File: config.mk
export PLATFORM = sky130hd
export DESIGN_NAME = i2c_master_ctrl
export DESIGN_NICKNAME = d
export VERILOG_FILES = /design/src/rtl/i2c_pkg.sv /design/src/rtl/i2c_scl_timer.sv /design/src/rtl/i2c_master_ctrl.sv
export SDC_FILE = /design/constraint.sdc
export NUM_CORES = 1
export LEC_CHECK = 0
export CAP_MARGIN = 20
export CORE_MARGIN = 2
export CORE_UTILIZATION = 53
export DETAILED_ROUTE_END_ITERATION = 8
export PLACE_DENSITY_LB_ADDON = 0.08
export SYNTH_ARGS = -nofsm -noshare
export SYNTH_HDL_FRONTEND = slang
export SYNTH_SLANG_ARGS = --single-unit
File: constraint.sdc
create_clock -name clk -period 3.08 [get_ports clk]
set_input_delay 0.924 -clock clk [delete_from_list [all_inputs] [get_ports clk]]
set_output_delay 0.924 -clock clk [all_outputs]
set_load 0.005 [all_outputs]
File: src/rtl/i2c_pkg.sv
// Shared types and constants for the I2C master controller and its SCL quarter timer.
package i2c_pkg;

  typedef enum logic [3:0] {
    StIdle,
    StStart,
    StAddr,
    StAddrAck,
    StWrByte,
    StWrAck,
    StRdByte,
    StRdAck,
    StStop
  } i2c_mst_state_t;

  // Quarter of a bit time: SCL low in Q0/Q1, high in Q2/Q3.
  typedef logic [1:0] quarter_t;

  localparam quarter_t Q0 = 2'd0;
  localparam quarter_t Q1 = 2'd1;
  localparam quarter_t Q2 = 2'd2;
  localparam quarter_t Q3 = 2'd3;

  localparam logic I2C_ACK  = 1'b0;
  localparam logic I2C_NACK = 1'b1;
  localparam int unsigned I2C_BITS_PER_BYTE = 8;

endpackage

File: src/rtl/i2c_scl_timer.sv
// Divides clk into SCL quarter periods of CLK_DIV cycles; hold freezes the count,
// restart clears the count within the current quarter.
module i2c_scl_timer
  import i2c_pkg::*;
#(
  parameter int unsigned CLK_DIV = 4
) (
  input  logic     clk_i,
  input  logic     rst_i,
  input  logic     hold_i,
  input  logic     restart_i,
  output quarter_t quarter_o,
  output logic     qtr_start_o,
  output logic     qtr_end_o,
  output logic     mid_o
);

  localparam logic [7:0] CntMax = 8'(CLK_DIV - 1);
  localparam logic [7:0] CntMid = 8'(CLK_DIV / 2);

  logic [7:0] cnt_q, cnt_d;
  quarter_t   qtr_q, qtr_d;

  always_comb begin
    cnt_d     = cnt_q;
    qtr_d     = qtr_q;
    qtr_end_o = 1'b0;
    if (restart_i) begin
      cnt_d = '0;
    end else if (!hold_i) begin
      if (cnt_q == CntMax) begin
        cnt_d     = '0;
        qtr_d     = qtr_q + 2'd1;
        qtr_end_o = 1'b1;
      end else begin
        cnt_d = cnt_q + 8'd1;
      end
    end
  end

  always_ff @(posedge clk_i) begin
    if (rst_i) begin
      cnt_q <= '0;
      qtr_q <= Q0;
    end else begin
      cnt_q <= cnt_d;
      qtr_q <= qtr_d;
    end
  end

  assign quarter_o   = qtr_q;
  assign qtr_start_o = (cnt_q == '0);
  assign mid_o       = (cnt_q >= CntMid);

endmodule

File: src/rtl/i2c_master_ctrl.sv
// Transaction-level I2C master: START, address byte, 0-15 data bytes, ACK/NACK, STOP.
// Define I2C_MASTER_CLK_STRETCH_EN to let a slave stretch the SCL high phase via scl_in.
module i2c_master_ctrl
  import i2c_pkg::*;
#(
  parameter int unsigned CLK_DIV = 4
) (
  input  logic       clk,
  input  logic       rst,
  input  logic       cmd_valid,
  output logic       cmd_ready,
  input  logic [6:0] cmd_addr,
  input  logic       cmd_rw,
  input  logic [3:0] cmd_len,
  input  logic [7:0] tx_data,
  input  logic       tx_valid,
  output logic       tx_ready,
  output logic [7:0] rx_data,
  output logic       rx_valid,
  output logic       scl_out,
  output logic       sda_out,
  input  logic       sda_in,
  input  logic       scl_in,
  output logic       busy,
  output logic       done,
  output logic       nack_err
);

  localparam logic [2:0] LastBit = 3'(I2C_BITS_PER_BYTE - 1);

  i2c_mst_state_t state_q, state_d;
  logic [7:0] shreg_q, shreg_d;
  logic [2:0] bit_cnt_q, bit_cnt_d;
  logic [3:0] len_q, len_d;
  logic       rw_q, rw_d;
  logic       nack_q, nack_d;
  logic       samp_q, samp_d;
  logic [7:0] rx_data_q, rx_data_d;
  logic       rx_valid_q, rx_valid_d;

  quarter_t quarter;
  logic     qtr_start, qtr_end, mid;
  logic     hold, restart, wr_load, sample, bit_end;

  // First cycle of the first bit of a write byte: the byte must be present to proceed.
  assign wr_load = (state_q == StWrByte) && (bit_cnt_q == LastBit) && (quarter == Q0) &&
                   qtr_start;
  assign hold    = ((state_q == StIdle) && !cmd_valid) || (wr_load && !tx_valid);
  assign sample  = qtr_end && (quarter == Q2);
  assign bit_end = qtr_end && (quarter == Q3);

`ifdef I2C_MASTER_CLK_STRETCH_EN
  assign restart = (state_q != StIdle) && (quarter == Q2) && !scl_in;
`else
  logic unused_scl_in;
  assign unused_scl_in = scl_in;
  assign restart       = 1'b0;
`endif

  i2c_scl_timer #(
    .CLK_DIV(CLK_DIV)
  ) u_timer (
    .clk_i      (clk),
    .rst_i      (rst),
    .hold_i     (hold),
    .restart_i  (restart),
    .quarter_o  (quarter),
    .qtr_start_o(qtr_start),
    .qtr_end_o  (qtr_end),
    .mid_o      (mid)
  );

  assign cmd_ready = (state_q == StIdle);
  assign busy      = (state_q != StIdle);
  assign tx_ready  = wr_load && tx_valid;
  assign rx_data   = rx_data_q;
  assign rx_valid  = rx_valid_q;

  // Pad drive: 1 releases the open-drain line.
  always_comb begin
    scl_out = 1'b1;
    sda_out = 1'b1;
    case (state_q)
      StStart: begin
        scl_out = (quarter != Q3);
        sda_out = !quarter[1];
      end
      StAddr: begin
        scl_out = quarter[1];
        sda_out = shreg_q[7];
      end
      StWrByte: begin
        scl_out = quarter[1];
        sda_out = wr_load ? 1'b1 : shreg_q[7];
      end
      StAddrAck, StWrAck, StRdByte: begin
        scl_out = quarter[1];
      end
      StRdAck: begin
        scl_out = quarter[1];
        sda_out = (len_q == 4'd1) ? I2C_NACK : I2C_ACK;
      end
      StStop: begin
        scl_out = quarter[1];
        sda_out = (quarter == Q3) && mid;
      end
      default: ;
    endcase
  end

  always_comb begin
    state_d    = state_q;
    shreg_d    = shreg_q;
    bit_cnt_d  = bit_cnt_q;
    len_d      = len_q;
    rw_d       = rw_q;
    nack_d     = nack_q;
    samp_d     = samp_q;
    rx_data_d  = rx_data_q;
    rx_valid_d = 1'b0;
    done       = 1'b0;
    nack_err   = 1'b0;
    if (sample) samp_d = sda_in;
    case (state_q)
      StIdle: begin
        if (cmd_valid) begin
          state_d   = StStart;
          shreg_d   = {cmd_addr, cmd_rw};
          rw_d      = cmd_rw;
          len_d     = cmd_len;
          nack_d    = 1'b0;
          bit_cnt_d = LastBit;
        end
      end
      StStart: begin
        if (bit_end) state_d = StAddr;
      end
      StAddr, StWrByte: begin
        if (tx_ready) shreg_d = tx_data;
        if (bit_end) begin
          shreg_d   = {shreg_q[6:0], 1'b0};
          bit_cnt_d = bit_cnt_q - 3'd1;
          if (bit_cnt_q == '0) state_d = (state_q == StAddr) ? StAddrAck : StWrAck;
        end
      end
      StAddrAck: begin
        if (bit_end) begin
          bit_cnt_d = LastBit;
          if (samp_q == I2C_NACK) begin
            nack_d  = 1'b1;
            state_d = StStop;
          end else if (len_q == '0) begin
            state_d = StStop;
          end else begin
            state_d = rw_q ? StRdByte : StWrByte;
          end
        end
      end
      StWrAck: begin
        if (bit_end) begin
          bit_cnt_d = LastBit;
          if (samp_q == I2C_NACK) begin
            nack_d  = 1'b1;
            state_d = StStop;
          end else begin
            len_d   = len_q - 4'd1;
            state_d = (len_q == 4'd1) ? StStop : StWrByte;
          end
        end
      end
      StRdByte: begin
        if (sample) shreg_d = {shreg_q[6:0], sda_in};
        if (bit_end) begin
          bit_cnt_d = bit_cnt_q - 3'd1;
          if (bit_cnt_q == '0) begin
            rx_data_d  = shreg_q;
            rx_valid_d = 1'b1;
            state_d    = StRdAck;
          end
        end
      end
      StRdAck: begin
        if (bit_end) begin
          bit_cnt_d = LastBit;
          len_d     = len_q - 4'd1;
          state_d   = (len_q == 4'd1) ? StStop : StRdByte;
        end
      end
      StStop: begin
        if (bit_end) begin
          state_d  = StIdle;
          done     = 1'b1;
          nack_err = nack_q;
        end
      end
      default: state_d = StIdle;
    endcase
  end

  always_ff @(posedge clk) begin
    if (rst) begin
      state_q    <= StIdle;
      shreg_q    <= '0;
      bit_cnt_q  <= LastBit;
      len_q      <= '0;
      rw_q       <= 1'b0;
      nack_q     <= 1'b0;
      samp_q     <= 1'b1;
      rx_data_q  <= '0;
      rx_valid_q <= 1'b0;
    end else begin
      state_q    <= state_d;
      shreg_q    <= shreg_d;
      bit_cnt_q  <= bit_cnt_d;
      len_q      <= len_d;
      rw_q       <= rw_d;
      nack_q     <= nack_d;
      samp_q     <= samp_d;
      rx_data_q  <= rx_data_d;
      rx_valid_q <= rx_valid_d;
    end
  end

endmodule
-- Yosys cells after proc, flatten, opt, wreduce, memory -nomap -nowiden
Cells that the tools add are included.
Widths: inputs -> output; s select.
- flip-flop bits (word level): 41
- $add $sub $neg: 4
- order comparisons: 1
- eq/ne operators: 31
- multiplexer cells: 48
- bitwise gates (word level): 3
- reductions and logical operators: 37
- operators by type and width (cell ; count):
    $mux 4 ; 19
    $mux 8 ; 5
    $pmux 4 s8 ; 1
    $ne 2x2->1 const B ; 13
    $pmux 8 s3 ; 1
    $eq 4x3->1 const B ; 4
    $mux 1 ; 12
    $mux 3 ; 4
    $pmux 4 s3 ; 1
    $reduce_and 4->1 ; 3
    $reduce_and 10->1 ; 1
    $logic_and 1x1->1 ; 9
    $pmux 3 s3 ; 1
    $reduce_bool 3->1 ; 3
    $reduce_or 3->1 ; 3
    $add 8x1->8 const B ; 1
    $eq 4x1->1 const B ; 2
    $eq 4x2->1 const B ; 2
    $eq 8x2->1 const B ; 1
    $ge 8x2->1 const B ; 1
    $logic_not 4->1 ; 2
    $logic_not 8->1 ; 1
    $ne 2x1->1 const B ; 4
    $reduce_or 7->1 ; 1
    21 further kinds ; 29

-- Longest topological paths before layout
Gate-level depths: netlist of the first run.
- depth after elaboration: 10
- depth in mapped cells: 10
- gate-level depth less buffers: 8

-- By module
From an unflattened synthesis of the first run, not the netlist that was laid out.
- cell total of the unflattened synthesis: 297
- area total of the unflattened synthesis: 2483.6 sq um
- by module, submodules not included (module ; times used ; cells each ; area an instance (sq um) ; sequential area each (sq um)):
    i2c_master_ctrl ; 1 ; 233 ; 1936.9 ; 620.6
    i2c_scl_timer ; 1 ; 64 ; 546.8 ; 200.2

-- Worst setup path before layout of the first run
No wires, ideal clock.
- path type: input-to-output
- start point: in tx_valid
- end point: out nack_err
- arrival: 1636 ps
- data required time: 2156 ps
- path slack: 520 ps
- cell stages on the path: 4
- buffers on the path: 0
- path through: nor4_4 > nor2_1 > nand2_1 > nor3_1
- word-level cells in the longest chain between the ends: 7
- ends and longest elaborated chain (item ; RTL line ; RTL):
    start: declaration ; i2c_master_ctrl.sv:16 ; input logic tx_valid,
    $logic_not 1->1 ; i2c_master_ctrl.sv:48 ; assign hold = ((state_q == StIdle) && !cmd_valid) || (wr_load && !tx_valid);
    $logic_and 1x1->1 ; i2c_master_ctrl.sv:48 ;
    $logic_or 1x1->1 ; i2c_master_ctrl.sv:48 ;
    $mux 1 ; i2c_scl_timer.sv:30 ; end else if (!hold_i) begin
    $logic_and 1x1->1 ; i2c_master_ctrl.sv:50 ; assign bit_end = qtr_end && (quarter == Q3);
    $mux 1 ; i2c_master_ctrl.sv:190 ; if (bit_end) begin
    $mux 1 ; i2c_master_ctrl.sv:124 ; case (state_q)
    end: declaration ; i2c_master_ctrl.sv:26 ; output logic nack_err
Every way passes these cells.

-- Worst setup path in the final report of the first run
- start point: reg u_timer.qtr_q[1], in the netlist u_timer.quarter_o[1]
- end point: out sda_out
- word-level cells in the longest chain between the ends: 5
- elaborated cells between the ends (all ways): 8
- ends and longest elaborated chain (item ; RTL line ; RTL):
    start: declaration ; i2c_scl_timer.sv:22 ; quarter_t qtr_q, qtr_d;
    start signal: assignment ; i2c_scl_timer.sv:47 ; qtr_q <= qtr_d;
    $logic_not 2->1 ; i2c_master_ctrl.sv:46 ; assign wr_load = (state_q == StWrByte) && (bit_cnt_q == LastBit) && (quarter == Q0) &&
    $logic_and 1x1->1 (2 in series) ; i2c_master_ctrl.sv:46 ;
    $mux 1 ; i2c_master_ctrl.sv:94 ; sda_out = wr_load ? 1'b1 : shreg_q[7];
    $pmux 1 s5 (*) ; i2c_master_ctrl.sv:83 ; case (state_q)
    end: declaration ; i2c_master_ctrl.sv:21 ; output logic sda_out,
Mark *: on every way between the ends. The rest lies on a longest branch, timed or not.

==> results of run 1 <==
==> flip-flops by register name, summed over array words and instances (netlist names) <==
register	count
rw_q	1
state_q	4
shreg_q	8
u_timer.quarter_o	2
rx_valid	1
samp_q	1
rx_data	8
nack_q	1
u_timer.cnt_q	8
bit_cnt_q	3
len_q	4
==> final cells by class <==
type	instances	area, µm²
clock buffer	6	82.6
clock inverter	2	13.8
fill	364	1260
inverter	15	56.3
multi-input combinational	208	1500
sequential	41	828
tap	52	65.1
timing repair buffer	64	583
==> critical path: cells and delay by family (launching register included) <==
kind | cells | cell delay [ns]
AND/OR/NAND/NOR | 4 | 0.72
adder cells (fa/ha/maj) | 1 | 0.17
buffers and inverters | 2 | 0.59
flip-flops | 1 | 0.34
==> layout by cell type, fill, tap and decap left out, types with 3 or more instances in the layout <==
cell type,Yosys,layout
a222oi_1,8,8
xnor2_1,4,4
mux2i_1,13,13
inv_1,14,12
ha_1,12,12
xor2_1,6,6
a21oi_1,20,20
nor3_1,7,5
dfxtp_2,0,6
clkdlybuf4s50_1,0,36
buf_4,0,24
nor4_4,3,3
nand2_1,19,18
clkbuf_8,0,6
nand4_1,3,3
nor2_1,36,35
nand2b_1,4,4
and2_1,3,3
inv_2,1,3
o21ai_0,12,12
a211oi_2,8,8
or3_1,3,3
dfxtp_1,41,35
nand3_1,10,10
==> repair_timing <==
action                                  in CTS  in global routing
endpoints found under the setup margin       4                  3
pin swaps                                    2                  5
hold endpoints to repair                     0                  0
hold buffers                                 0                  0
gates resized for setup                      9                 12
==> kinds of logic after synthesis <==
family / count (synthesis) / synth area share [%]
adders and majority gates: 12 / 6.16
DFF: 41 / 33.7
and+or+nand+nor: 102 / 22.7
muxes: 13 / 5.34
AOI/OAI and AO/OA: 71 / 22.6
buffers and inverters: 30 / 5.95
xor gates and xnor gates: 10 / 3.59
==> through the flow <==
step                setup slack (ns)  power, mW  cells
global route                 -0.0236       2.23    388
CTS                          0.00203       2.08    388
global placement              -0.367       1.68    380
finish                        0.0574       2.09    388
floorplan                      0.520       1.38    279
detailed placement            -0.373       1.69    380
==> where the power goes <==
group | total [mW] | switching (mW) | leakage (nW) | internal (mW)
Sequential | 0.733 | 0.107 | 0.337 | 0.625
Clock | 0.375 | 0.193 | 0.0512 | 0.182
Combinational | 0.978 | 0.512 | 0.843 | 0.467
==> routing by layer <==
layer	vias to the layer above	track usage [%]	part of all wire (%)
li1	1124	-	-
met1	1029	31.8	46
met2	46	41.2	48
met3	7	4.22	4.3
met4	0	6.92	1.2
met5	-	0	0
==> path summary, 6_finish.rpt <==
path                                     start                      end
max          u_timer.quarter_o[1]$_SDFFE_PP0P_                  sda_out
min                    rx_data[2]$_SDFFE_PP0P_  rx_data[2]$_SDFFE_PP0P_
max reg2reg  u_timer.quarter_o[1]$_SDFFE_PP0P_  shreg_q[2]$_SDFFE_PP0P_
min reg2reg            rx_data[2]$_SDFFE_PP0P_  rx_data[2]$_SDFFE_PP0P_
==> results.yml, run 1 <==
yosys:
  synth_edf_count: 0
  synth.distinct_cells: 53
  synth_top_area_share_pct: 33.7
  ys.flop_type: "dfxtp_1"
  synth_area_leaders: "dfxtp_1, ha_1, nor2_1"
  syn_area_per_cell_um2: 8.74
  ys_warn_count: 0
  ys_ff_latch: 41
  seq_area_frac_synth_pct: 33.7
  synthArstFlopShare_pct: 0
  yosysMostFrequentCell: "dfxtp_1"
  syn_nets: 317
  synth_area_leader_cell: "dfxtp_1"
  synth_common_cells: "dfxtp_1, nor2_1, a21oi_1"
  syn_area_um2: 2440
  syn-instance-count: 279
cts:
  htreeDepth: 2
  clk_pin_slew_ns: 0.08
  cts_tree: "done"
  cts_buffers: 5
  cts_setup_buffers: 0
  root_buffer: "clkbuf_8"
  clock_path_buffers: 2
  cts.sinks: 41
  insertion_delay_ns: 0.30
global_routing:
  gr-usage-all-layers_pct: 24.3
  grt_pass1_wl_mm: 9.94
  grt-ovfl-total: 0
  antenna_found_initial: 0
  grt_max_degree: 21
  grt_pass1_vias: 2164
sta:
  finalSetupViolations: 0
  slew_headroom_pct: 61.9
  min_period_ns: 3.02
  max_freq_mhz: 331
  setup_tns_ns: 0
  timing.final.crit_share_pct: 98.1
  tightest_slew_ns: 0.570
  slew_viol_final: 0
  holdWs_ns: 0.499
  hold_viol: 0
  finClkSkew_ns: 0.00655
placed_design:
  dpl.hpwl_mm: 4.35
  portBuffers: 40
  routabilityCongestion: 0.899
  placed_cell_area_um2: 3000
floorplanning:
  io_pins: 42
  num_rows: 24
  die_area_um2: 5160
  start_util_pct: 55.6
  die_x_um: 71.8
  die_h_um: 71.8
  core_area_um2: 4380
layout:
  n_antenna_cell: 0
  finalInstanceArea_um2: 3120
  synthToLayoutAreaGrowth_pct: 28.1
  drive_gt1_share_pct: 19.3
  fin_util_pct: 71.3
  finalNetCount: 373
pwr:
  ir_drop_v: 0.000362
  powerDensity_nw_per_um2: 668
  p_leak_nw: 1.23
route:
  wl_mm: 5.95
  num_vias: 2206
  drtIter0Drc: 163
  wire_per_inst_um: 15.3
  drc: 0
  ant_nets: 0
  drtPass1Iterations: 5
  routed_via_density: 5.69
flow_run:
  cap_violations: 0
min_path:
  hold_path_depth: 2
  min-delay-path-class: "register to register"
run_status:
  status: "finished clean"
critical_path:
  critPathLaunchType: "register"
  cpPeakStageDelay_ns: 0.51
  setup.worst_path.class: "register to primary output"
  endpoint_kind: "primary output"
  cp_max_fo: 4
  critPathSlowestCell: "clkdlybuf4s50_1"
  crit_top_cell: "nand4_1"
  reg2reg_depth: 9
  arrival_ns: 2.10
  timing.critical_path.cells: "inv_2 -> ha_1 -> nand4_1 -> nor3_2 -> nand3_1 -> nand4_1 -> clkdlybuf4s50_1"
  r2r_setup_slack_ns: 0.70
  crit_required_ns: 2.16
(Power assumes the default switching activity.)
==> run 2, diff against run 1 <==
CELL_PAD_IN_SITES_DETAIL_PLACEMENT = 0   (was default)
CELL_PAD_IN_SITES_GLOBAL_PLACEMENT = 2   (was default)
CORE_UTILIZATION = 32   (was 53)
==> run 2 against run 1 <==
Net effect: cell count up 13%; sequential share of layout area down 0.70 points; hold slack worse by 0.0018 ns; critical path depth down 1; die area up 62%; final area up 2.6%; setup slack better by 0.054 ns; clock-buffer cell count up 1; total power up 2.3%; routed wire length up 12%; sequential power down 0.5%; core utilization down 28 points; critical path type unchanged.
==> results.yml, run 2 (synthesized netlist as in run 1, its figures left out) <==
run_status:
  status: "finished clean"
global_routing:
  grt-ovfl-total: 0
  grt_pass1_vias: 2223
  antenna_found_initial: 0
  gr-usage-all-layers_pct: 16.9
  grt_pass1_wl_mm: 11.3
  grt_max_degree: 18
floorplanning:
  die_x_um: 91.3
  die_area_um2: 8330
  io_pins: 42
  core_area_um2: 7330
  start_util_pct: 33.3
  die_h_um: 91.3
  num_rows: 31
cts:
  cts.sinks: 41
  clock_path_buffers: 2
  insertion_delay_ns: 0.29
  cts_buffers: 5
  clk_pin_slew_ns: 0.08
  htreeDepth: 2
  root_buffer: "clkbuf_8"
  cts_tree: "done"
  cts_hold_buf: 0
pwr:
  powerDensity_nw_per_um2: 666
  p_sw_mw: 0.832
  seq_power_share_pct: 34.2
  power_mw: 2.13
  clkPwrFrac_pct: 16.7
  pwr-share-comb_pct: 49.2
  internal_power_mw: 1.30
  p_leak_nw: 1.23
  swShare_pct: 39.0
  ir_drop_v: 0.000339
sta:
  slew_headroom_pct: 48.0
  tightest_slew_ns: 0.773
  min_period_ns: 2.97
  finClkSkew_ns: 0.00709
  max_freq_mhz: 337
  finalSetupViolations: 0
  hold_viol: 0
  holdWs_ns: 0.497
  timing.final.crit_share_pct: 96.4
  slew_viol_final: 0
route:
  drc: 0
  ant_nets: 0
  wl_mm: 6.68
  drtPass1Iterations: 7
  drtIter0Drc: 128
  wire_per_inst_um: 15.2
  num_vias: 2235
  routed_via_density: 5.10
critical_path:
  critPathLaunchType: "register"
  cp_max_fo: 3
  setup.worst_path.class: "register to primary output"
  arrival_ns: 2.04
  path_buf_inv: 2
  cp_top_family: "simple AND/OR/NAND/NOR gates"
  timing.critical_path.cells: "inv_2 -> ha_2 -> nand4_1 -> nor3_2 -> and4_1 -> clkdlybuf4s50_1"
  critPathSlowestCell: "clkdlybuf4s50_1"
  crit_required_ns: 2.16
  endpoint_kind: "primary output"
  cpPeakStageDelay_ns: 0.53
layout:
  finalNetCount: 377
  final_cell_mix: "dfxtp_1, clkdlybuf4s50_1, nor2_1"
  fin_cells: 438
  n_antenna_cell: 0
  drive_gt1_share_pct: 20.4
  synthToLayoutAreaGrowth_pct: 31.4
  fillers: 741
placed_design:
  dp_cells: 428
  dpl.hpwl_mm: 5.02
  portBuffers: 40
  routabilityCongestion: 0.787
min_path:
  min-delay-path-class: "register to register"
flow_run:
  cap_violations: 0
-- run 2: changes by cell type in the layout (fill, tap and decap cells not counted), moves of 2 or more --
| cell | before | now |
|---|---|---|
| ha_1 | 12 | 10 |
| dlygate4sd2_1 | 1 | 3 |
| ha_2 | 0 | 2 |
| buf_4 | 24 | 28 |
-- run 2: layout make-up --
cell class                      count  area [µm²]  area share (%)
Tap cell                           99         124            3.87
Clock buffer                        7        86.3            2.69
Multi-Input combinational cell    208        1500            46.9
Timing Repair Buffer               68         608            19.0
Inverter                           15        56.3            1.76
Sequential cell                    41         827            25.8
-- run 2: routing by layer --
metal	vias up	wire, µm	GRT usage (%)
met5	-	0	0
met4	0	47	3.79
met3	4	349	3.82
met2	59	3060	26.6
met1	1045	3230	23.5
li1	1127	-	-
-- run 2: worst register-to-register path: cells and delay by family, from the launching register on --
kind	cells	cell delay (ns)
DFF	1	0.33
buffers and inverters	3	0.46
adders and majority gates	1	0.19
and+or+nand+nor	4	0.98
AOI/OAI and AO/OA	2	0.45
-- run 2: stage by stage --
stage / worst slack, ns / setup TNS (ns) / util [%] / cell area (µm²)
global placement: -0.475 / -0.980 / 41.8 / 3060
floorplan: 0.520 / 0 / - / 2440
global route: -0.00380 / -0.00380 / 43.7 / 3200
CTS: 0.0120 / 0 / 43.4 / 3180
finish: 0.111 / 0 / 43.7 / 3200
detailed placement: -0.487 / -0.995 / 41.8 / 3060
-- run 2: final timing paths --
kind,slack (ns),depth (start not counted),endpoint,startpoint
max,0.11,6,tx_ready,u_timer.cnt_q[0]$_SDFFE_PP0N_
min,0.50,2,rx_data[2]$_SDFFE_PP0P_,rx_data[2]$_SDFFE_PP0P_
max reg2reg,0.60,10,shreg_q[7]$_SDFFE_PP0P_,u_timer.cnt_q[0]$_SDFFE_PP0N_
min reg2reg,0.50,2,rx_data[2]$_SDFFE_PP0P_,rx_data[2]$_SDFFE_PP0P_
-- run 2: power groups by stage --
stage / registers [mW] / logic (mW) / clock network [mW]
floorplan: 0.694 / 0.687 / 0
global placement: 0.732 / 1.01 / 0
detailed placement: 0.732 / 1.01 / 0
CTS: 0.725 / 1.05 / 0.375
global route: 0.750 / 1.15 / 0.393
finish: 0.729 / 1.05 / 0.356
-- run 2: timing repair --
action                                  in CTS  in global routing
pin swaps                                    4                  1
gates resized for setup                     13                  8
setup buffers                                3                  0
endpoints found under the setup margin       4                  4
hold endpoints to repair                     0                  0
